$ cat src/rtl/soglia_detector.sv
// Latches a signed threshold and declares an event after MIN_LEN consecutive valid samples above it, then holds off for HOLDOFF valid samples.
// Outputs are registered one cycle after the deciding sample; there is no backpressure, and valid_in=0 cycles freeze all sample-driven state.
module soglia_detector #(
  parameter int MIN_LEN = 4,
  parameter int HOLDOFF = 8,
  parameter int CNT_W   = 16
) (
  input  logic                    clk,
  input  logic                    rst,
  input  logic signed [11:0]      soglia,
  input  logic                    thr_load,
  input  logic                    valid_in,
  input  logic signed [11:0]      sample,
  input  logic                    cnt_clr,
  output logic                    detect,
  output logic                    peak_valid,
  output logic signed [11:0]      peak_out,
  output logic [CNT_W-1:0]        det_count,
  output logic                    busy
);

  localparam int RW = $clog2(MIN_LEN + 1);
  localparam int HW = (HOLDOFF > 0) ? $clog2(HOLDOFF + 1) : 1;

  typedef enum logic [1:0] {S_IDLE, S_ARM, S_EVENT, S_HOLD} state_t;

  state_t             state, state_nxt;
  logic signed [11:0] thr;
  logic signed [11:0] peak, peak_nxt;
  logic [RW-1:0]      run, run_nxt;
  logic [HW-1:0]      hold, hold_nxt;
  logic               detect_nxt, pv_nxt, above;

  // Uses the registered threshold, so a load only affects later samples.
  assign above = (sample > thr);

  always_comb begin
    state_nxt  = state;
    run_nxt    = run;
    peak_nxt   = peak;
    hold_nxt   = hold;
    detect_nxt = 1'b0;
    pv_nxt     = 1'b0;
    if (valid_in) begin
      case (state)
        S_IDLE: begin
          if (above) begin
            run_nxt  = RW'(1);
            peak_nxt = sample;
            if (MIN_LEN == 1) begin
              state_nxt  = S_EVENT;
              detect_nxt = 1'b1;
            end else begin
              state_nxt = S_ARM;
            end
          end
        end
        S_ARM: begin
          if (above) begin
            run_nxt = run + 1'b1;
            if (sample > peak) peak_nxt = sample;
            if (run_nxt == RW'(MIN_LEN)) begin
              state_nxt  = S_EVENT;
              detect_nxt = 1'b1;
            end
          end else begin
            run_nxt   = '0;
            state_nxt = S_IDLE;
          end
        end
        S_EVENT: begin
          if (above) begin
            if (sample > peak) peak_nxt = sample;
          end else begin
            pv_nxt  = 1'b1;
            run_nxt = '0;
            if (HOLDOFF == 0) begin
              state_nxt = S_IDLE;
            end else begin
              hold_nxt  = HW'(HOLDOFF);
              state_nxt = S_HOLD;
            end
          end
        end
        S_HOLD: begin
          if (hold <= HW'(1)) begin
            hold_nxt  = '0;
            state_nxt = S_IDLE;
          end else begin
            hold_nxt = hold - 1'b1;
          end
        end
        default: state_nxt = S_IDLE;
      endcase
    end
  end

  always_ff @(posedge clk or posedge rst) begin
    if (rst) begin
      state      <= S_IDLE;
      thr        <= 12'sh7FF;
      run        <= '0;
      peak       <= '0;
      hold       <= '0;
      detect     <= 1'b0;
      peak_valid <= 1'b0;
      peak_out   <= '0;
      det_count  <= '0;
      busy       <= 1'b0;
    end else begin
      state      <= state_nxt;
      run        <= run_nxt;
      peak       <= peak_nxt;
      hold       <= hold_nxt;
      detect     <= detect_nxt;
      peak_valid <= pv_nxt;
      busy       <= (state_nxt != S_IDLE);
      if (thr_load) thr <= soglia;
      if (pv_nxt) peak_out <= peak;
      // A clear coinciding with a new detection leaves that detection counted.
      if (cnt_clr)
        det_count <= detect_nxt ? CNT_W'(1) : '0;
      else if (detect_nxt && (det_count != {CNT_W{1'b1}}))
        det_count <= det_count + 1'b1;
    end
  end

endmodule

$ cat config.mk
export PLATFORM = sky130hd
export DESIGN_NAME = soglia_detector
export DESIGN_NICKNAME = d
export VERILOG_FILES = /design/src/rtl/soglia_detector.sv
export SDC_FILE = /design/constraint.sdc
export NUM_CORES = 1
export LEC_CHECK = 0
export BUFFER_PORTS_ARGS = -buffer_cell sky130_fd_sc_hd__buf_2
export CAP_MARGIN = 25
export CORE_ASPECT_RATIO = 2
export CORE_MARGIN = 3
export CORE_UTILIZATION = 40
export DETAILED_ROUTE_END_ITERATION = 8
export PLACE_DENSITY = 0.65
export RECOVER_POWER = 25
export SLEW_MARGIN = 20
export SYNTH_ARGS = -nofsm -noshare
export SYNTH_HDL_FRONTEND = slang
export SYNTH_SLANG_ARGS = --single-unit
$ cat constraint.sdc
create_clock -name clk -period 5.5 [get_ports clk]
set_input_delay 0.275 -clock clk [delete_from_list [all_inputs] [get_ports clk]]
set_output_delay 0.275 -clock clk [all_outputs]
set_load 0.01 [all_outputs]
==> results of run 1 <==
[cell families after synthesis]
kind of cell,synth area share
and+or+nand+nor,0.148
AOI/OAI and AO/OA,0.131
DFF,0.444
buffers and inverters,0.0485
adders and majority gates,0.120
muxes,0.0918
xor gates and xnor gates,0.0169
[how the worst max path moves through the flow]
stage,from,to,slack [ns],depth (start not counted)
CTS,thr[9],peak[3],1.90,9
finish,thr[9],peak[3],1.89,9
detailed placement,thr[9],peak[3],1.89,9
floorplan,thr[3],peak[0],2.97,9
global route,rst,peak[4],1.55,3
global placement,sample[11],peak[8],2.00,9
[Yosys cell counts (all sizes together), types with 3 or more instances]
master / instances
dfrtp: 53
ha: 35
inv: 31
nand2: 31
mux2: 27
o21ai: 22
nor2: 17
a21oi: 15
dfstp: 11
nand3: 11
nand4: 9
nor2b: 9
buf: 7
or3: 7
xor2: 7
nor3: 6
o211ai: 5
a31oi: 4
a41oi: 4
clkbuf: 4
o31ai: 4
mux2i: 3
o22ai: 3
[layer usage]
| layer | vias to the layer above | GRT usage | routed length [um] |
|---|---|---|---|
| met4 | 0 | 0.0745 | 164 |
| li1 | 1376 | - | - |
| met3 | 12 | 0.0343 | 309 |
| met5 | - | 0 | 0 |
| met2 | 51 | 0.314 | 4550 |
| met1 | 1376 | 0.179 | 3070 |
[stage by stage]
stage | area [um^2] | util | hold slack (ns) | power [mW] | std cells
after floorplan | 3640 | - | 0.349 | 1.13 | 352
after global placement | 4010 | 0.457 | 0.478 | 1.27 | 501
after detailed placement | 4010 | 0.457 | 0.490 | 1.30 | 501
after CTS | 4280 | 0.489 | 0.148 | 1.84 | 517
after global routing | 4280 | 0.488 | 0.171 | 1.95 | 517
final | 4280 | 0.488 | 0.153 | 1.81 | 517
[state kept, by name, summed over array words and instances, names as in the netlist, 2 cells and up]
name and count:
peak 12, run 3, thr 12, det_count 16, state 2, peak_out 12
hold 4
[layout make-up]
type	instances	share of cell area
Inverter	31	0.0272
Clock inverter	3	0.00409
Clock buffer	13	0.0608
Timing Repair Buffer	60	0.0696
Multi-Input combinational cell	246	0.432
Sequential cell	64	0.377
Tap cell	100	0.0292
[worst min-delay path, stage by stage]
cell and delay [ns]:
buf_2 0.08, nand2_1 0.04, o21ai_0 0.06
[power by group through the flow]
stage | registers [mW] | logic (mW) | clock network, mW
floorplan | 0.670 | 0.460 | 0
global route | 0.686 | 0.704 | 0.556
CTS | 0.671 | 0.623 | 0.542
global placement | 0.671 | 0.601 | 0
finish | 0.670 | 0.615 | 0.526
detailed placement | 0.679 | 0.621 | 0
==> impl_results.md, run 1 <==
* Count of cell types in the netlist at 50
* Tightest Pin Transition at 3.38 ns
* Final Wtd Congestion at 0.854
* Sequential area share after synthesis at 0.444
* Detailed Route WL at 8100 um
* Power Density at 423 nW/um^2
* Critical Path Start Type: flop
* Pleak at 2.04 nW
* Max-cap viol count at 1
* Fin. Hold Viols at 0
* Diodes inserted at 0
* Required time of the critical path at 5.71 ns
* Critical path's slowest cell: nor3_2
* Worst path max stage delay at 0.89 ns
* Post-route antenna net violation count at 0
* CTS tree: done
* Part of the power in registers at 0.370
* Syn Area/Cell at 10.3 um^2
* Multi-input gate area at 1850 um^2
* Filler cells at 838
* Ys async rst share at 1.00
* Area Growth Syn to Fin at 17.6%
* Most common cell after layout, fill and taps aside: buf_2
* Setup-failing EPs final at 0
* Fin worst setup slack at 1.89 ns
* Seq cells post-synth at 64
* IO buf count at 59
* Failing checks: capacitance limit, slew limit
* Buf/Inv on CP at 1
* Die W at 73.4 um
* Hold-fix buffers, CTS at 0
* Tcrit/Tclk final at 0.656
* Post-CTS sizing at 0
* Status: complete, but fails checks
* Aggregate global routing overflow at 0
* Highest-count cells in the layout ignoring fill and taps: buf_2, dfrtp_1, ha_1, inv_1, nand2_1
* H-tree levels at 3
* Clk slew on worst S/H paths at 0.05 ns
* Fin nets at 476
* Starting Density at 0.415
* Max frequency at 277 MHz
* Crit path top cell by count: nor3_2
* Setup CP Type: reg -> reg
* Share of cells above drive strength 1 at 0.288
* Die area at 10300 um^2
* Gate power share at 0.340
* RSZ-0062 raised after global routing: false
* Tot GR Track Use at 0.170
* Synth warn at 0
* Largest net degree at the start of global routing at 65
* R2R Path End: peak[3]
* Top cell family by delay on the critical path: simple AND/OR/NAND/NOR gates
* Worst hold path class: in -> reg
* Via/cell ratio at 5.44
* Crit Reg-Reg Startpoint: thr[9]
* Root buffer cell: clkbuf_16
* TritonCTS buffer count at 9
* Switching portion of total power at 0.337
* Synthesized area at 3640 um^2
* Clock power share at 0.290
* Cell taking the most area after synthesis: dfrtp_1
* Drt wl/cell at 15.7 um
* CP max FO at 20
* Setup TNS at 0 ns
* Vias in the first global route at 2904
* Relative slew slack at -1.25
* P_int at 1.20 mW
* Critical Path End Type: flop
* Postcts setup bufs at 0
* Worst skew pair latency at 0.33 ns
* Pre-CTS WS at 1.89 ns
* CP Data Arrival Time at 3.82 ns
* P_sw at 610 uW
* Die Span Y at 141 um
* Routed via count at 2815
* Hold Path Origin: soglia[6]
* Iter 0 DRT Violations at 129
* Clock period minus worst slack at 3.61 ns
* Worst-path cell chain: inv_1 > ha_1 > nand4_1 > nor3_2 > o2bb2ai_2 > nand3_1 > nand2_1 > nor3_2 > mux2_2
* Sink of the worst hold path: thr[6]
* Register area at 1620 um^2
* Maximum clock path buffer count at 2
* Cell row count at 48
* DP HPWL at 6110 um
* Clk sinks at 64
* Synthesized Nets at 416
* EDFF count, synth at 0
* Initial antenna violation count at 0
* Synth area leaders: dfrtp_1, ha_1, mux2_2
* Cell count after synthesis at 352
* Top FF cell, synth: dfrtp_1
* Pre-antenna DRT Iters at 4
* Worst reg2reg setup slack at 1.89 ns
* First-pass GRT wire length at 13600 um
* Max-slew violation count at 65
* Setup Skew at 0.00577 ns
* IO Count at 60
* Synth top area share at 0.365
* Hold Path Stages at 3
* Post-route DRC at 0
* Worst vdd ir at 0.196 mV
* Core ar. at 8770 um^2
* R2R cell count at 9
No activity file was read; power rests on OpenSTA's default activity.
==> run 2, diff against run 1 <==
- ABC_AREA: not set -> 1
- PLACE_DENSITY: 0.65 -> 0.67
- clock period: 5.5 -> 3.1 ns (I/O delays scaled with it)
==> run 2 against run 1 <==
  * The flow now finishes without violations
  * Wire length is 9.3% higher
  * First-iteration DRC count is 40% higher
  * Die area is 5.2% higher
  * Flip-flop and latch count stayed put
  * Fmax is 44% higher
  * Combinational power is 90% higher
  * Critical path depth is 6 higher
  * Area after synthesis is 5.5% higher
  * Core utilization is 0.84 points lower
  * Largest power group unchanged
  * Highest routed layer unchanged
==> impl_results.md, run 2 <==
* CTS tree: done
* Postcts setup bufs at 0
* Via/cell ratio at 5.07
* Core ar. at 9380 um^2
* Setup Skew at 0.00512 ns
* Diodes inserted at 0
* DP Area at 4230 um^2
* RSZ-0062 raised after global routing: false
* Cell taking the most area after synthesis: dfrtp_1
* Sequential area share after synthesis at 0.421
* Largest family of logic cells by synthesized area: simple AND/OR/NAND/NOR gates
* Count of cell types in the netlist at 32
* Synth area leaders: dfrtp_1, nand2_1, ha_1
* Initial antenna violation count at 0
* Complex-gate fraction of the synthesized area at 0.0851
* Power Density at 724 nW/um^2
* Post-route DRC at 0
* Status: complete, no violations
* Clk slew on worst S/H paths at 0.05 ns
* IO Count at 60
* Root buffer cell: clkbuf_16
* Relative slew slack at 0.315
* R2R cell count at 15
* DP HPWL at 7020 um
* TritonCTS buffer count at 9
* Max-cap viol count at 0
* Simple-gate share of the synthesized area at 0.277
* Routed via count at 3359
* Setup TNS at 0 ns
* Detailed Route WL at 8850 um
* Drt wl/cell at 13.4 um
* Most flop-heavy register: det_count
* Fin. Hold Viols at 0
* Starting Density at 0.409
* Fin nets at 617
* Cell row count at 50
* Post-synthesis mux area share at 0.00293
* Required time of the critical path at 3.31 ns
* Die W at 75.3 um
* Critical path's slowest cell: dfstp_2
* Tightest Pin Transition at 1.03 ns
* Crit path top cell by count: nand2_1
* Highest-count cells in the layout ignoring fill and taps: nand2_1, inv_1, buf_2, dfrtp_1
* IO buf count at 59
* Worst path max stage delay at 0.52 ns
* Setup-failing EPs final at 0
* EDFF count, synth at 0
* Aggregate global routing overflow at 0
* Critical Path Start Type: flop
* CP Data Arrival Time at 2.73 ns
* Max frequency at 398 MHz
* Die area at 10900 um^2
* Worst vdd ir at 0.348 mV
* Hold WS at 0.0295 ns
* Cell with the most instances after synthesis: nand2_1
* Cell count after synthesis at 488
* Syn Area/Cell at 7.87 um^2
* Largest net degree at the start of global routing at 40
* Seq cells post-synth at 64
* Critical Path End Type: flop
* Top FF cell, synth: dfrtp_1
* Final Wtd Congestion at 0.868
* Most common cell after layout, fill and taps aside: nand2_1
* Synthesized area at 3840 um^2
* Iter 0 DRT Violations at 180
* Maximum clock path buffer count at 2
* Clock period minus worst slack at 2.51 ns
* Worst hold path class: in -> reg
* Pre-antenna DRT Iters at 4
* Number of flip-flops under the largest register name at 16
* Ys async rst share at 1.00
* Post-route antenna net violation count at 0
* Share of cells above drive strength 1 at 0.172
* Most frequent cells after synthesis: nand2_1, inv_1, dfrtp_1, nand3_1, nor2_1
* Register area at 1620 um^2
* Synth Area in XOR/XNOR at 0.0251
* Worst skew pair latency at 0.33 ns
* Tot GR Track Use at 0.180
* H-tree levels at 3
* Setup CP Type: reg -> reg
* Synth warn at 0
* Adder-cell area share of the yosys netlist at 0.114
* CP max FO at 13
* Worst-path cell chain: inv_1 > ha_1 > nand2_1 > inv_2 > nand2_1 > inv_1 > nand2_1 > nand4_1 > nand2_4 > nand2_4 > nor2_2 > buf_4 > nand2_1 > nand2_1 > nand2_1
* Vias in the first global route at 3413
* Multi-input gate area at 1940 um^2
* Die Span Y at 145 um
* Clk sinks at 64
* Tcrit/Tclk final at 0.811
* Area Growth Syn to Fin at 17.2%
* Hold Path Stages at 3
* Final design instance area without fill at 4500 um^2
* First-pass GRT wire length at 15000 um
* Pleak at 2.38 nW
* Max-slew violation count at 0
* Synth top area share at 0.346
* Filler cells at 928
* Synthesized Nets at 552
==> run 2: final cells by class <==
cell class / count / share of cell area
flip-flops and latches: 64 / 0.359
inverters: 62 / 0.0517
well taps: 104 / 0.0289
multi-input cells: 353 / 0.430
repair buffers: 63 / 0.0723
clock buffers: 16 / 0.0581
==> run 2: repair_timing <==
item                                    in CTS  in global routing
hold endpoints to repair                    25                  0
hold buffers                                 1                  0
resized for setup                            0                  0
endpoints found under the setup margin       0                  0
==> run 2: worst max-delay path, delay by kind of cell (launching register included) <==
kind	cells	cell delay [ns]
and+or+nand+nor	10	1.29
DFF	1	0.52
adders and majority gates	1	0.26
buffers and inverters	4	0.33
==> run 2: where the power goes <==
group	internal, mW	switching, mW	leakage [nW]
Sequential	1.05	0.134	0.809
Clock	0.564	0.344	0.125
Combinational	0.428	0.738	1.44
Total	2.04	1.22	2.38
==> run 2: metrics by stage <==
stage               total power, mW  worst slack, ns  utilization  cells
floorplan                      2.01             1.07            -    488
global placement               2.34            0.655        0.451    645
detailed placement             2.38            0.593        0.451    645
CTS                            3.30            0.579        0.480    662
global route                   3.55            0.351        0.480    662
finish                         3.26            0.585        0.480    662
==> run 2: cell families after synthesis <==
logic type,after synthesis
xor+xnor,11
compound gates,60
mux,1
simple gates,246
flops,64
fa+ha+maj,35
buf+inv,71
==> run 2: final timing paths <==
path | from | end | slack [ns]
worst max-delay path | thr[10] | peak[0] | 0.59
worst min-delay path | soglia[6] | thr[6] | 0.03
worst max register to register | thr[10] | peak[0] | 0.59
worst min register to register | peak[4] | peak[4] | 0.47
max in group asynchronous | rst | thr[8] | 1.40
min in group asynchronous | rst | busy | 0.62
==> run 2: metal layers <==
metal / up-vias / GRT usage / routed length, um
met2: 80 / 0.334 / 5020
met5: - / 0 / 0
met1: 1567 / 0.178 / 3210
li1: 1689 / - / -
met4: 0 / 0.0903 / 299
met3: 23 / 0.0418 / 322
==> run 3, diff against run 2 <==
- PLACE_DENSITY: 0.67 -> 0.65
- clock period: 3.1 -> 2.4 ns (I/O delays scaled with it)
==> run 3 against run 2 <==
  * Total power rose by 37%
  * Via count rose by 2.6%
  * Clock skew barely moved
  * Fmax rose by 9.0%
  * Worst hold slack got worse by 0.022 ns
  * Wire length rose by 4.6%
  * Global-route usage rose by 0.22 points
  * Sequential power rose by 29%
  * Die area did not move
  * Clock-buffer cell count fell by 6
  * Sequential share of layout area fell by 2.0 points
  * Core utilization rose by 2.9 points
==> impl_results.md, run 3 (same netlist as run 2, synthesis figures left out) <==
* Status: complete, no violations
* Final Wtd Congestion at 0.883
* Highest-count cells in the layout ignoring fill and taps: nand2_1, inv_1, dfrtp_1, buf_2
* Starting Density at 0.409
* Initial antenna violation count at 0
* Worst hold path class: in -> reg
* Pleak at 2.47 nW
* Sink of the worst hold path: thr[9]
* Largest net degree at the start of global routing at 34
* Aggregate global routing overflow at 0
* Critical Path End Type: flop
* Pre-antenna DRT Iters at 5
* Vias in the first global route at 3413
* Most common cell after layout, fill and taps aside: nand2_1
* Total Power at 4.47 mW
* Hold Path Origin: soglia[9]
* Tot GR Track Use at 0.182
* Max frequency at 434 MHz
* DP HPWL at 7030 um
* Via/cell ratio at 5.07
* Worst vdd ir at 0.524 mV
* R2R Path End: det_count[14]
* Hold Path Stages at 3
* Post-route DRC at 0
* First-pass GRT wire length at 15000 um
* Drt wl/cell at 13.6 um
* Clock period minus worst slack at 2.31 ns
* TritonCTS buffer count at 9
* IO buf count at 59
* Area Growth Syn to Fin at 24.3%
* CP Data Arrival Time at 2.53 ns
* Worst skew pair latency at 0.33 ns
* CTS tree: done
* Clk slew on worst S/H paths at 0.05 ns
* Number of flip-flops under the largest register name at 16
* Maximum clock path buffer count at 2
* Clk sinks at 64
* Critical Path Start Type: flop
* Tightest Pin Transition at 1.26 ns
* Detailed Route WL at 9260 um
* Post-route antenna net violation count at 0
* Routed via count at 3446
* Setup Skew at 0.00508 ns
* DP Area at 4270 um^2
* Power Density at 936 nW/um^2
* Max-cap viol count at 0
* H-tree levels at 3
* CP max FO at 12
* Die W at 75.3 um
* Die area at 10900 um^2
* Hold WS at 0.00799 ns
* Fin. Hold Viols at 0
* Fin nets at 635
* Final design instance area without fill at 4770 um^2
* IO Count at 60
* Required time of the critical path at 2.62 ns
* Setup TNS at 0 ns
* Share of cells above drive strength 1 at 0.191
* R2R cell count at 13
* Die Span Y at 145 um
* Tcrit/Tclk final at 0.961
* Root buffer cell: clkbuf_16
* RSZ-0062 raised after global routing: true
* Core ar. at 9380 um^2
* Setup CP Type: reg -> reg
* Worst reg2reg setup slack at 0.09 ns
* Iter 0 DRT Violations at 120
* Setup-failing EPs final at 0
* Cell row count at 50
* Most flop-heavy register: det_count
* Relative slew slack at 0.161
* Crit Reg-Reg Startpoint: thr[7]
* Max-slew violation count at 0
* Diodes inserted at 0
run 3: changes by cell type in the layout (fill, tap and decap cells not counted), moves of 3 or more:
| cell | before | now |
|---|---|---|
| buf_2 | 57 | 46 |
| nand2_2 | 1 | 6 |
| clkbuf_1 | 8 | 13 |
| dlygate4sd3_1 | 1 | 10 |
| buf_4 | 3 | 8 |
| nand2_1 | 147 | 140 |
| nand2_4 | 3 | 6 |
run 3: cell type report:
class	count	area [um^2]
fillers	927	4610
multi-input cells	354	1990
clock buffers	10	239
well taps	104	130
inverters	62	235
repair buffers	80	490
clock inverters	6	67.6
flip-flops and latches	64	1620
run 3: metal layers:
layer | wire, um | global-route usage | part of all wire | vias to the layer above
li1 | - | - | - | 1722
met1 | 3280 | 0.174 | 0.35 | 1622
met2 | 5310 | 0.346 | 0.57 | 79
met3 | 316 | 0.0369 | 0.034 | 23
met4 | 353 | 0.0968 | 0.038 | 0
met5 | 0 | 0 | 0 | -
run 3: timing repair:
item                                   4_1_cts  5_1_grt
pin swaps                                    0        6
setup endpoints to repair                   40       40
hold buffers                                10        0
setup buffers                                0        4
endpoints found under the hold margin       29        0
cloned                                       0        1
gates resized for setup                      4       13
run 3: power breakdown:
group / switching (mW) / internal (mW)
clock: 0.491 / 0.835
sequential: 0.176 / 1.36
combinational: 1.02 / 0.584
total: 1.69 / 2.78
run 3: worst max-delay path, cell delays in order, from the launching register on:
cell and delay (ns):
dfstp_2 0.51, inv_1 0.05, ha_1 0.31, nand4_1 0.13, buf_4 0.17, nor3_2 0.17, nand2_2 0.18, nand2_4 0.17
nor2_8 0.05, nand2_4 0.09, nand2_8 0.10, buf_4 0.17, nand2_1 0.05, nand2_1 0.05
run 3: per-stage QoR:
step / cells / util / setup WS [ns]
after CTS: 675 / 0.500 / 0.0344
after global placement: 649 / 0.455 / -0.236
after detailed placement: 649 / 0.455 / -0.224
after floorplan: 488 / - / 0.367
final: 680 / 0.508 / 0.0938
after global routing: 680 / 0.508 / -0.0239
run 3: how the worst max path moves through the flow:
| stage | from | endpoint | slack [ns] |
|---|---|---|---|
| final | thr[7] | det_count[14] | 0.09 |
| after global placement | thr[7] | peak_out[4] | -0.24 |
| after CTS | thr[7] | peak_out[5] | 0.03 |
| after global routing | thr[7] | det_count[14] | -0.02 |
| after detailed placement | thr[7] | peak_out[4] | -0.22 |
| after floorplan | thr[7] | peak[0] | 0.37 |
